`src/rtl/ram_access_ctrl.sv`:
```
// ram_access_ctrl: sequencing controller for a small 8x8 SRAM macro.
// Accepts one read or write at a time and steps the array through
// precharge, word-line pulse, optional sense and a one-cycle response.
// All outputs are flops loaded from the next-state decode, so they are
// a clean Moore function of the registered state.
//
// Optional build macro: RAM_PRECHARGE_STRETCH_EN
//   defined   -> precharge phase lasts 2 cycles (all latencies +1)
//   undefined -> precharge phase lasts 1 cycle
//
// state   | meaning
// --------+-----------------------------------------------------------
// S_IDLE  | ready for a request, bitlines held in precharge
// S_PRE   | request latched, bitlines still precharging, address shown
// S_WL    | decoder enabled, word line pulsed for WL_CYCLES cycles
// S_SENSE | read only: sense amps enabled, data captured on exit
// S_RESP  | one-cycle completion pulse on rsp_valid

module ram_access_ctrl #(
    parameter int WL_CYCLES = 1
) (
    input  logic       clk,
    input  logic       rst_n,
    input  logic       req_valid,
    output logic       req_ready,
    input  logic       req_we,
    input  logic [2:0] req_addr,
    input  logic [7:0] req_wdata,
    output logic       rsp_valid,
    output logic [7:0] rsp_rdata,
    output logic [2:0] dec_a,
    output logic       dec_en,
    output logic       wwl_en,
    output logic       rwl_en,
    output logic       pre_n,
    output logic       sae,
    output logic [7:0] wbl,
    input  logic [7:0] sa_out
);

    // Out-of-range pulse widths are clamped rather than rejected.
    localparam int W_EFF = (WL_CYCLES < 1) ? 1 : ((WL_CYCLES > 4) ? 4 : WL_CYCLES);

`ifdef RAM_PRECHARGE_STRETCH_EN
    localparam int PRE_CYCLES = 2;
`else
    localparam int PRE_CYCLES = 1;
`endif

    // Phase timer is a down-counter; it is loaded with (length - 1) on
    // phase entry and the phase ends when it reaches zero.
    localparam logic [1:0] PRE_LOAD = 2'(PRE_CYCLES - 1);
    localparam logic [1:0] WL_LOAD  = 2'(W_EFF - 1);

    typedef enum logic [2:0] {
        S_IDLE  = 3'd0,
        S_PRE   = 3'd1,
        S_WL    = 3'd2,
        S_SENSE = 3'd3,
        S_RESP  = 3'd4
    } state_t;

    state_t     state_q, state_d;
    logic [1:0] cnt_q, cnt_d;
    logic [2:0] addr_q, addr_d;
    logic       we_q, we_d;
    logic [7:0] wdata_q, wdata_d;
    logic [7:0] rdata_q, rdata_d;

    logic       req_ready_q, req_ready_d;
    logic       rsp_valid_q, rsp_valid_d;
    logic [2:0] dec_a_q, dec_a_d;
    logic       dec_en_q, dec_en_d;
    logic       wwl_en_q, wwl_en_d;
    logic       rwl_en_q, rwl_en_d;
    logic       pre_n_q, pre_n_d;
    logic       sae_q, sae_d;
    logic [7:0] wbl_q, wbl_d;

    // Next state, phase timer, request latch and read-data capture.
    always_comb begin
        state_d = state_q;
        cnt_d   = cnt_q;
        addr_d  = addr_q;
        we_d    = we_q;
        wdata_d = wdata_q;
        rdata_d = rdata_q;
        case (state_q)
            S_IDLE: begin
                if (req_valid) begin
                    state_d = S_PRE;
                    cnt_d   = PRE_LOAD;
                    addr_d  = req_addr;
                    we_d    = req_we;
                    wdata_d = req_wdata;
                end
            end
            S_PRE: begin
                if (cnt_q == 2'd0) begin
                    state_d = S_WL;
                    cnt_d   = WL_LOAD;
                end else begin
                    cnt_d = cnt_q - 2'd1;
                end
            end
            S_WL: begin
                if (cnt_q == 2'd0) begin
                    state_d = we_q ? S_RESP : S_SENSE;
                end else begin
                    cnt_d = cnt_q - 2'd1;
                end
            end
            S_SENSE: begin
                state_d = S_RESP;
                rdata_d = sa_out;
            end
            S_RESP: begin
                state_d = S_IDLE;
            end
            default: begin
                state_d = S_IDLE;
            end
        endcase
    end

    // Output values for the upcoming state, registered alongside it.
    always_comb begin
        req_ready_d = (state_d == S_IDLE);
        pre_n_d     = !((state_d == S_IDLE) || (state_d == S_PRE));
        dec_en_d    = (state_d == S_WL);
        wwl_en_d    = dec_en_d && we_d;
        rwl_en_d    = dec_en_d && !we_d;
        dec_a_d     = (state_d == S_IDLE) ? 3'd0 : addr_d;
        wbl_d       = (dec_en_d && we_d) ? wdata_d : 8'd0;
        sae_d       = (state_d == S_SENSE);
        rsp_valid_d = (state_d == S_RESP);
    end

    // FSM state, datapath latches and registered outputs.
    always_ff @(posedge clk or negedge rst_n) begin
        if (!rst_n) begin
            state_q     <= S_IDLE;
            cnt_q       <= 2'd0;
            addr_q      <= 3'd0;
            we_q        <= 1'b0;
            wdata_q     <= 8'd0;
            rdata_q     <= 8'd0;
            req_ready_q <= 1'b1;
            rsp_valid_q <= 1'b0;
            dec_a_q     <= 3'd0;
            dec_en_q    <= 1'b0;
            wwl_en_q    <= 1'b0;
            rwl_en_q    <= 1'b0;
            pre_n_q     <= 1'b0;
            sae_q       <= 1'b0;
            wbl_q       <= 8'd0;
        end else begin
            state_q     <= state_d;
            cnt_q       <= cnt_d;
            addr_q      <= addr_d;
            we_q        <= we_d;
            wdata_q     <= wdata_d;
            rdata_q     <= rdata_d;
            req_ready_q <= req_ready_d;
            rsp_valid_q <= rsp_valid_d;
            dec_a_q     <= dec_a_d;
            dec_en_q    <= dec_en_d;
            wwl_en_q    <= wwl_en_d;
            rwl_en_q    <= rwl_en_d;
            pre_n_q     <= pre_n_d;
            sae_q       <= sae_d;
            wbl_q       <= wbl_d;
        end
    end

    assign req_ready = req_ready_q;
    assign rsp_valid = rsp_valid_q;
    assign rsp_rdata = rdata_q;
    assign dec_a     = dec_a_q;
    assign dec_en    = dec_en_q;
    assign wwl_en    = wwl_en_q;
    assign rwl_en    = rwl_en_q;
    assign pre_n     = pre_n_q;
    assign sae       = sae_q;
    assign wbl       = wbl_q;

endmodule
```
`config.mk`:
```
export PLATFORM = sky130hd
export DESIGN_NAME = ram_access_ctrl
export DESIGN_NICKNAME = d
export VERILOG_FILES = /design/src/rtl/ram_access_ctrl.sv
export SDC_FILE = /design/constraint.sdc
export NUM_CORES = 1
export LEC_CHECK = 0
export BUFFER_PORTS_ARGS = -buffer_cell sky130_fd_sc_hd__buf_4
export CORE_MARGIN = 5
export CORE_UTILIZATION = 54
export CTS_CLUSTER_DIAMETER = 60
export DETAILED_ROUTE_END_ITERATION = 10
export GPL_ROUTABILITY_DRIVEN = 0
export HOLD_SLACK_MARGIN = 0.12
export PLACE_DENSITY_LB_ADDON = 0.08
export SLEW_MARGIN = 40
export SYNTH_ARGS = -nofsm -noshare
export SYNTH_HDL_FRONTEND = slang
export SYNTH_SLANG_ARGS = --single-unit
```
`constraint.sdc`:
```
create_clock -name clk -period 2.6 [get_ports clk]
set_input_delay 0.13 -clock clk [delete_from_list [all_inputs] [get_ports clk]]
set_output_delay 0.13 -clock clk [all_outputs]
set_load 0.02 [all_outputs]
```
# [After elaboration in Yosys (flattened, before gate mapping)]
# Cells that the tools add are included.
# Widths: inputs -> output; s select.
[totals] register_bits=43 latch_bits=0 ramBits=0 rom_bits=0 out_inout_bits=26 wordCells=52 mem_count=0
[classes] add_sub_neg=1 multipliers=0 div_mod_pow=0 order_cmp=0 n_eq_ne=9 shift=0 n_mux=17 n_bitwise=0 reduce_logical=10
[ops] cell="$mux 8" count=3
[ops] cell="$mux 3" count=7
[ops] cell="$eq 3x2->1 const B" count=4
[ops] cell="$pmux 3 s4" count=1
[ops] cell="$eq 3x1->1 const B" count=2
[ops] cell="$logic_not 3->1" count=2
[ops] cell="$mux 2" count=3
[ops] cell="$pmux 2 s3" count=1
[ops] cell="$ne 2x2->1 const B" count=2
[ops] cell="$eq 3x3->1 const B" count=1
[ops] cell="$reduce_and 3->1" count=1
[ops] cell="$reduce_bool 3->1" count=1
[ops] cell="$logic_and 1x1->1" count=2
[ops] cell="$logic_not 1->1" count=2
[ops] cell="$logic_not 2->1" count=1
[ops] cell="$mux 1" count=2
[ops] cell="$sub 2x1->2 const B" count=1
[ops] cell="$logic_or 1x1->1" count=1

# [Logic depth before layout (Yosys ltp)]
# Gate-level depths: netlist (run 1).
[depth] depth_word=6 mapped_depth=5 ltp_nobuf=5

# [Worst setup path before layout (run 1)]
# Ideal clock, no wire load.
[synth_timing] kind="register to register" start="register cnt_q[0]" end="register cnt_q[0]" t_arrival_ns=1.407 required_ns=2.521 setup_slack_ns=1.114 stages_incl_launch_ff=6 path_cell_list="dfrtp_1 > inv_1 > ha_1 > or3b_4 > a21oi_2 > mux2i_1"
[synth_via] elab_chain_len=3
[synth_lines] element="start: declaration" line_no="64" source="logic [1:0] cnt_q, cnt_d;"
[synth_lines] element="start signal: assignment" line_no="159" source="cnt_q <= cnt_d;"
[synth_lines] element="$sub 2x1->2 or $logic_not 2->1 (tied branches)"
[synth_lines] element="$mux 2 (tied with other cells)" line_no="107" source="if (cnt_q == 2'd0) begin"
[synth_lines] element="$pmux 2 s3 or $reduce_and 3->1 (tied branches)"
# Several ways; a longest one is shown, not always the timed one. The select of a mux whose other input is x is not followed.
# A chain may end at the register's enable or synchronous reset.

# [Worst setup path after layout (run 1)]
[layout_timing] start="register state_q[0]" end="register wdata_q[3]"
[layout_via] elab_chain_len=2
[layout_lines] element="start: declaration" line_no="63" source="state_t state_q, state_d;"
[layout_lines] element="start signal: assignment" line_no="158" source="state_q <= state_d;"
[layout_lines] element="$logic_not 3->1" line_no="88" source="case (state_q)"
[layout_lines] element="$mux 8" line_no="88"
[layout_lines] element="named net wdata_d[3]" line_no="67" source="logic [7:0] wdata_q, wdata_d;"
[layout_lines] element="end signal: assignment" line_no="162" source="wdata_q <= wdata_d;"
[layout_lines] element="end: declaration" line_no="67"
# The timed path passes the listed nets, and every way through them passes these cells.

==> impl_metrics.yaml, run 1 <==
routing:
  num_vias: 1195
  drcViolationCount: 0
  avgViaCountPerCell: 4.918
  wl_per_cell_um: 14.71
  dr.pass1.iters: 4
  first_iter_violations: 53
  ant_nets: 0
  routed_wirelength_mm: 3.574
worst_setup_path:
  critPathCaptureType: "flip-flop"
  r2r-end: "wdata_q[3]"
  cp_slowest_cell: "dfrtp_1"
  required_ns: 2.85
  r2r_slack_ns: 0.72
  critPathMaxStageDelay_ns: 0.56
  cp.depth: 3
  r2r-start: "state_q[0]"
  crit_arrival_ns: 2.13
  crit_buf_inv: 0
  r2r_cells: 3
  crit_fanout: 16
  worstPathCellList: "nor2_2 > and3_1 > mux2_2"
  start_kind: "flip-flop"
  worstSetupPathType: "flip-flop to flip-flop"
  cp_top_family: "simple AND/OR/NAND/NOR gates"
floorplan:
  die_h_um: 66.51
  row_count: 20
  pin_count: 49
  core_area_mm2: 0.003053
  die_x_um: 66.51
  die_area_mm2: 0.004423
  start_util_pct: 56.48
clocking:
  htreeDepth: 2
  path_clk_slew_ns: 0.12
  cts-buffers-inserted: 5
  clk_path_buf_depth: 2
  post_cts_buffers: 0
  cts.sinks: 43
  clkLatencyLatePin_ns: 0.36
  cts_tree: "yes"
  cts_resized: 0
  cts_root_buffer: "clkbuf_4"
power_and_ir_drop:
  power-per-cell-area_mw_per_mm2: 1100
  p_total_mw: 2.618
  vdd_drop_max_mv: 0.6515
  p_leak_nw: 1.134
final_layout:
  final_util_pct: 77.95
  area_growth_pct: 38.03
  antenna_cells: 0
  final_cells: 243
  design_area_mm2: 0.002380
  fin_nets: 225
  drive_above_1_share_pct: 41.71
synthesis:
  synth_nets: 153
  synth-seq-cells: 43
  yosysWarnings: 0
  syn-instance-count: 126
  syn_area_mm2: 0.001724
  yosysSeqAreaShare_pct: 62.48
  ys_types: 31
  syn_avg_cell_area_um2: 13.68
grt:
  grt_pass1_wl_mm: 6.037
  met2_usage_pct: 31.72
  grt.met1_usage_pct: 22.31
  grt_max_degree: 44
  met3_usage_pct: 6.577
  track_usage_pct: 18.79
  first_global_vias: 1229
  grt_busiest_layer: "met2"
  globalRouteOverflowTotal: 0
  antenna_found_initial: 0
run:
  max_cap_viol_count: 0
sta:
  grt_setup_unrepaired: "false"
  setup_slack_ns: 0.7225
  whs_ns: 0.2693
  timing.fmax_mhz: 532.6
  fin_crit_ns: 1.877
  finalClockSkew_ns: 0.01357
  final.period_utilization_pct: 72.21
  maxSlewHeadroom_pct: 61.69
  finalSetupViolations: 0
  hold_violations: 0
  worstMarginPinSlew_ns: 0.5747
  setup_tns_ns: 0
  finalMaxSlewViolations: 0
placement:
  dpl_cell_area_mm2: 0.002107
  hpwlAfterDp_mm: 2.341
  placed_cells: 213
  portBuffers: 48
  dpl_worst_slack_ns: 0.7729
min_path:
  worstHoldPathType: "input pin to asynchronous set/reset pin"
outcome:
  outcome: "completed"
-- timing repair --
item,in CTS,in global routing
setup endpoints to repair,0,0
endpoints found under the hold margin,67,0
hold buffers,22,0
-- cells in the final DEF, fill, tap and decap left out, drive strengths merged, types with 4 or more instances in the layout --
| cell type | instances |
|---|---|
| and2 | 9 |
| nand3 | 4 |
| dlygate4sd3 | 22 |
| buf | 48 |
| dfrtp | 42 |
| mux2 | 20 |
| ha | 4 |
| nor2 | 8 |
| clkbuf | 5 |
| a21oi | 9 |
-- power by group --
group | switching, mW | internal, mW | total [mW] | leakage (nW)
sequential | 0.201 | 0.960 | 1.16 | 0.538
combinational | 0.585 | 0.566 | 1.15 | 0.561
clock | 0.205 | 0.101 | 0.306 | 0.0347
total | 0.991 | 1.63 | 2.62 | 1.13
-- worst max-delay path by stage --
stage,start,end
after floorplan,cnt_q[0],cnt_q[0]
after global placement,state_q[2],wdata_q[2]
after detailed placement,state_q[2],wdata_q[4]
after CTS,state_q[0],wdata_q[4]
after global routing,state_q[2],wdata_q[3]
final,state_q[0],wdata_q[3]
-- logic make-up after synthesis --
logic type | count (synthesis) | share of synthesized area (%)
flip-flops | 43 | 62.48
AND/OR/NAND/NOR | 32 | 11.10
multiplexers | 22 | 14.22
AO/OA/AOI/OAI | 17 | 6.749
buffers and inverters | 8 | 2.540
adder cells (fa/ha/maj) | 4 | 2.903
-- sequential cells by signal, summed over array words and instances (netlist names) --
signal / cells
sae: 1
state_q: 3
wwl_en: 1
rsp_valid: 1
we_q: 1
addr_q: 3
dec_a: 3
dec_en: 1
rsp_rdata: 8
wdata_q: 8
wbl: 8
rwl_en: 1
pre_n: 1
req_ready: 1
cnt_q: 2
-- layer usage --
layer	share of wire, %	vias up
li1	-	578
met1	43	559
met2	48	50
met3	7.5	8
met4	1.5	0
met5	0	-
-- final cells by class --
class / instances / area [um2]
repair buffers: 70 / 580.6
fillers: 205 / 673.1
well taps: 44 / 55.05
clock inverters: 3 / 15.01
clock buffers: 5 / 37.54
flip-flops and latches: 43 / 1077
inverters: 3 / 11.26
multi-input cells: 75 / 603.1
-- cell usage after synthesis, drive strengths merged --
library cell	instances	area [um2]
dfrtp	42	1051
mux2	20	225.2
a21oi	9	60.06
and2	9	56.30
nor2	8	32.54
buf	5	32.53
ha	4	50.05
nand3	4	25.02
inv	3	11.26
o21ai	3	15.01
a32oi	2	17.52
mux2i	2	20.02
nand2	2	7.510
nand3b	2	15.01
nor2b	2	12.51
a211o	1	8.760
and3	1	6.260
dfstp	1	26.28
nand2b	1	6.260
nor3	1	10.01
nor4b	1	8.760
o21bai	1	7.510
o31ai	1	7.510
or3b	1	11.26
Note: power is estimated with default switching activity, not from simulation.
==> run 2, diff against run 1 <==
Settings changed: ABC_AREA from default to 1, CORE_UTILIZATION 54 to 46.
Clock period 2.6 ns to 1.6 ns, I/O delays scaled along.
==> impl_metrics.yaml, run 2 <==
sta:
  whs_ns: 0.1372
  finalMaxSlewViolations: 0
  finalClockSkew_ns: 0.005040
  maxSlewHeadroom_pct: 65.46
  worstMarginPinSlew_ns: 0.5182
  timing.fmax_mhz: 674.0
  grt_setup_unrepaired: "false"
  final.period_utilization_pct: 92.73
  hold_violations: 0
  fin_crit_ns: 1.484
  finalSetupViolations: 0
  setup_tns_ns: 0
floorplan:
  core_area_mm2: 0.003633
  die_x_um: 71.22
  start_util_pct: 47.45
  row_count: 22
  die_area_mm2: 0.005072
  pin_count: 49
  die_h_um: 71.22
final_layout:
  drive_above_1_share_pct: 36.04
  fin_nets: 248
  layout_common_cells: "buf_4 (50), dfrtp_1 (42), inv_1 (21)"
  antenna_cells: 0
  final_common_cell: "buf_4"
  area_growth_pct: 36.94
clocking:
  cts.sinks: 43
  cts-buffers-inserted: 5
  clkLatencyLatePin_ns: 0.29
  htreeDepth: 2
  path_clk_slew_ns: 0.07
  cts_tree: "yes"
  post_cts_buffers: 0
  cts_root_buffer: "clkbuf_8"
  clk_path_buf_depth: 2
grt:
  first_global_vias: 1292
  track_usage_pct: 14.71
  grt_max_degree: 44
  grt_pass1_wl_mm: 5.906
  antenna_found_initial: 0
  globalRouteOverflowTotal: 0
worst_setup_path:
  crit_arrival_ns: 1.66
  r2r_slack_ns: 0.12
  critPathCaptureType: "flip-flop"
  start_kind: "flip-flop"
  worstSetupPathType: "flip-flop to flip-flop"
  r2r-start: "state_q[2]"
  required_ns: 1.78
  r2r-end: "wbl[7]"
  r2r_cells: 5
  crit_fanout: 14
power_and_ir_drop:
  p_leak_nw: 1.198
  p_total_mw: 4.580
  vdd_drop_max_mv: 0.9846
  power-per-cell-area_mw_per_mm2: 1940
synthesis:
  yosysSeqAreaShare_pct: 62.48
  synth_common_cells: "dfrtp_1 (42), inv_1 (22), nand2_1 (16), nor2_1 (15), o21ai_0 (15)"
  syn_avg_cell_area_um2: 10.98
  syn_area_mm2: 0.001724
  yosysWarnings: 0
  yosys.area.top_type: "dfrtp_1"
  synth.area.top_cells: "dfrtp_1 (61%), mux2_2 (5.2%), inv_1 (4.8%), o21ai_0 (4.4%), nand2_1 (3.5%)"
  async_reset_ff_share_pct: 100.0
  ys_types: 23
  yosysTopAreaCellShare_pct: 60.96
  synth-seq-cells: 43
  synth-edff-count: 0
  syn-instance-count: 157
  synth.most_common_cell: "dfrtp_1"
  synth_nets: 184
  synth-main-ff-cell: "dfrtp_1"
routing:
  routed_wirelength_mm: 3.458
  num_vias: 1261
  avgViaCountPerCell: 4.670
  first_iter_violations: 72
  ant_nets: 0
  wl_per_cell_um: 12.81
  drcViolationCount: 0
  dr.pass1.iters: 4
run:
  max_cap_viol_count: 0
placement:
  portBuffers: 48
  hpwlAfterDp_mm: 2.414
outcome:
  outcome: "completed"
min_path:
  worstHoldPathCells: 4
  worstHoldPathType: "input pin to flip-flop"
  hold_start: "req_addr[2]"
  hold_path_end: "addr_q[2]"
run 2: cell types whose count changed in the layout (fill, tap and decap cells not counted), sizes merged, moves of 9 or more:
| cell | delta |
|---|---|
| inv | +20 |
| nand2 | +14 |
| o21ai | +14 |
| dlygate4sd3 | -12 |
| mux2 | -12 |
| or2 | +11 |
| nor2 | +10 |
| and2 | -9 |
run 2: critical path, cell delays in order, from the launching register on:
cell and delay (ns):
dfrtp_1 0.43, nor2_4 0.22, nand3_4 0.21, or2_2 0.32
o21ai_0 0.11, nor2_1 0.08
run 2: what timing repair did:
action                                  4_1_cts  5_1_grt
endpoints found under the hold margin        51        0
resized for setup                             0        6
hold buffers                                 10        0
endpoints found under the setup margin        0       16
run 2: power breakdown:
part	total, mW	internal, mW	switching (mW)	leakage (nW)
registers	1.74	1.55	0.188	0.530
clock network	0.801	0.467	0.335	0.0524
logic	2.04	0.809	1.23	0.616
run 2: worst max-delay path by stage:
stage               slack [ns]  cells after the start       start     end
floorplan                 0.26                      8    cnt_q[0]  wbl[0]
global placement          0.13                      5  state_q[2]  wbl[1]
detailed placement        0.06                      8    cnt_q[0]  wbl[7]
CTS                       0.04                      8    cnt_q[0]  wbl[0]
global route              0.02                      8    cnt_q[1]  wbl[0]
finish                    0.12                      5  state_q[2]  wbl[7]
run 2: stage by stage:
step	std cells	cell area, um2	setup WS, ns	util, %
after detailed placement	252	2136	0.05912	58.78
after CTS	270	2342	0.04048	64.46
after floorplan	157	1724	0.2594	-
after global routing	270	2361	0.02474	64.98
after global placement	252	2136	0.1337	58.78
final	270	2361	0.1163	64.98
run 2: layout make-up:
type / count / area (um2)
clock buffers: 7 / 76.32
clock inverters: 1 / 30.03
fillers: 320 / 1272
inverters: 24 / 93.84
multi-input cells: 87 / 548.0
flip-flops and latches: 43 / 1077
well taps: 48 / 60.06
repair buffers: 60 / 475.5
run 2: layer usage:
layer  vias to the layer above  global-route usage, %  part of all wire, %
li1                        615                      -                    -
met4                         0                  5.010                  1.3
met5                         -                      0                    0
met1                       603                  18.45                   43
met2                        37                  23.57                   48
met3                         6                  5.330                  7.7
run 2: kinds of logic (layout without fill, tap and decap cells):
family                     Yosys count  count (layout)  synth area share (%)
AOI/OAI and AO/OA                   18              18                 5.878
adders and majority gates            4               4                 2.903
DFF                                 43              43                 62.48
muxes                                8               8                 5.225
and+or+nand+nor                     57              57                 16.91
buffers and inverters               27              92                 6.604
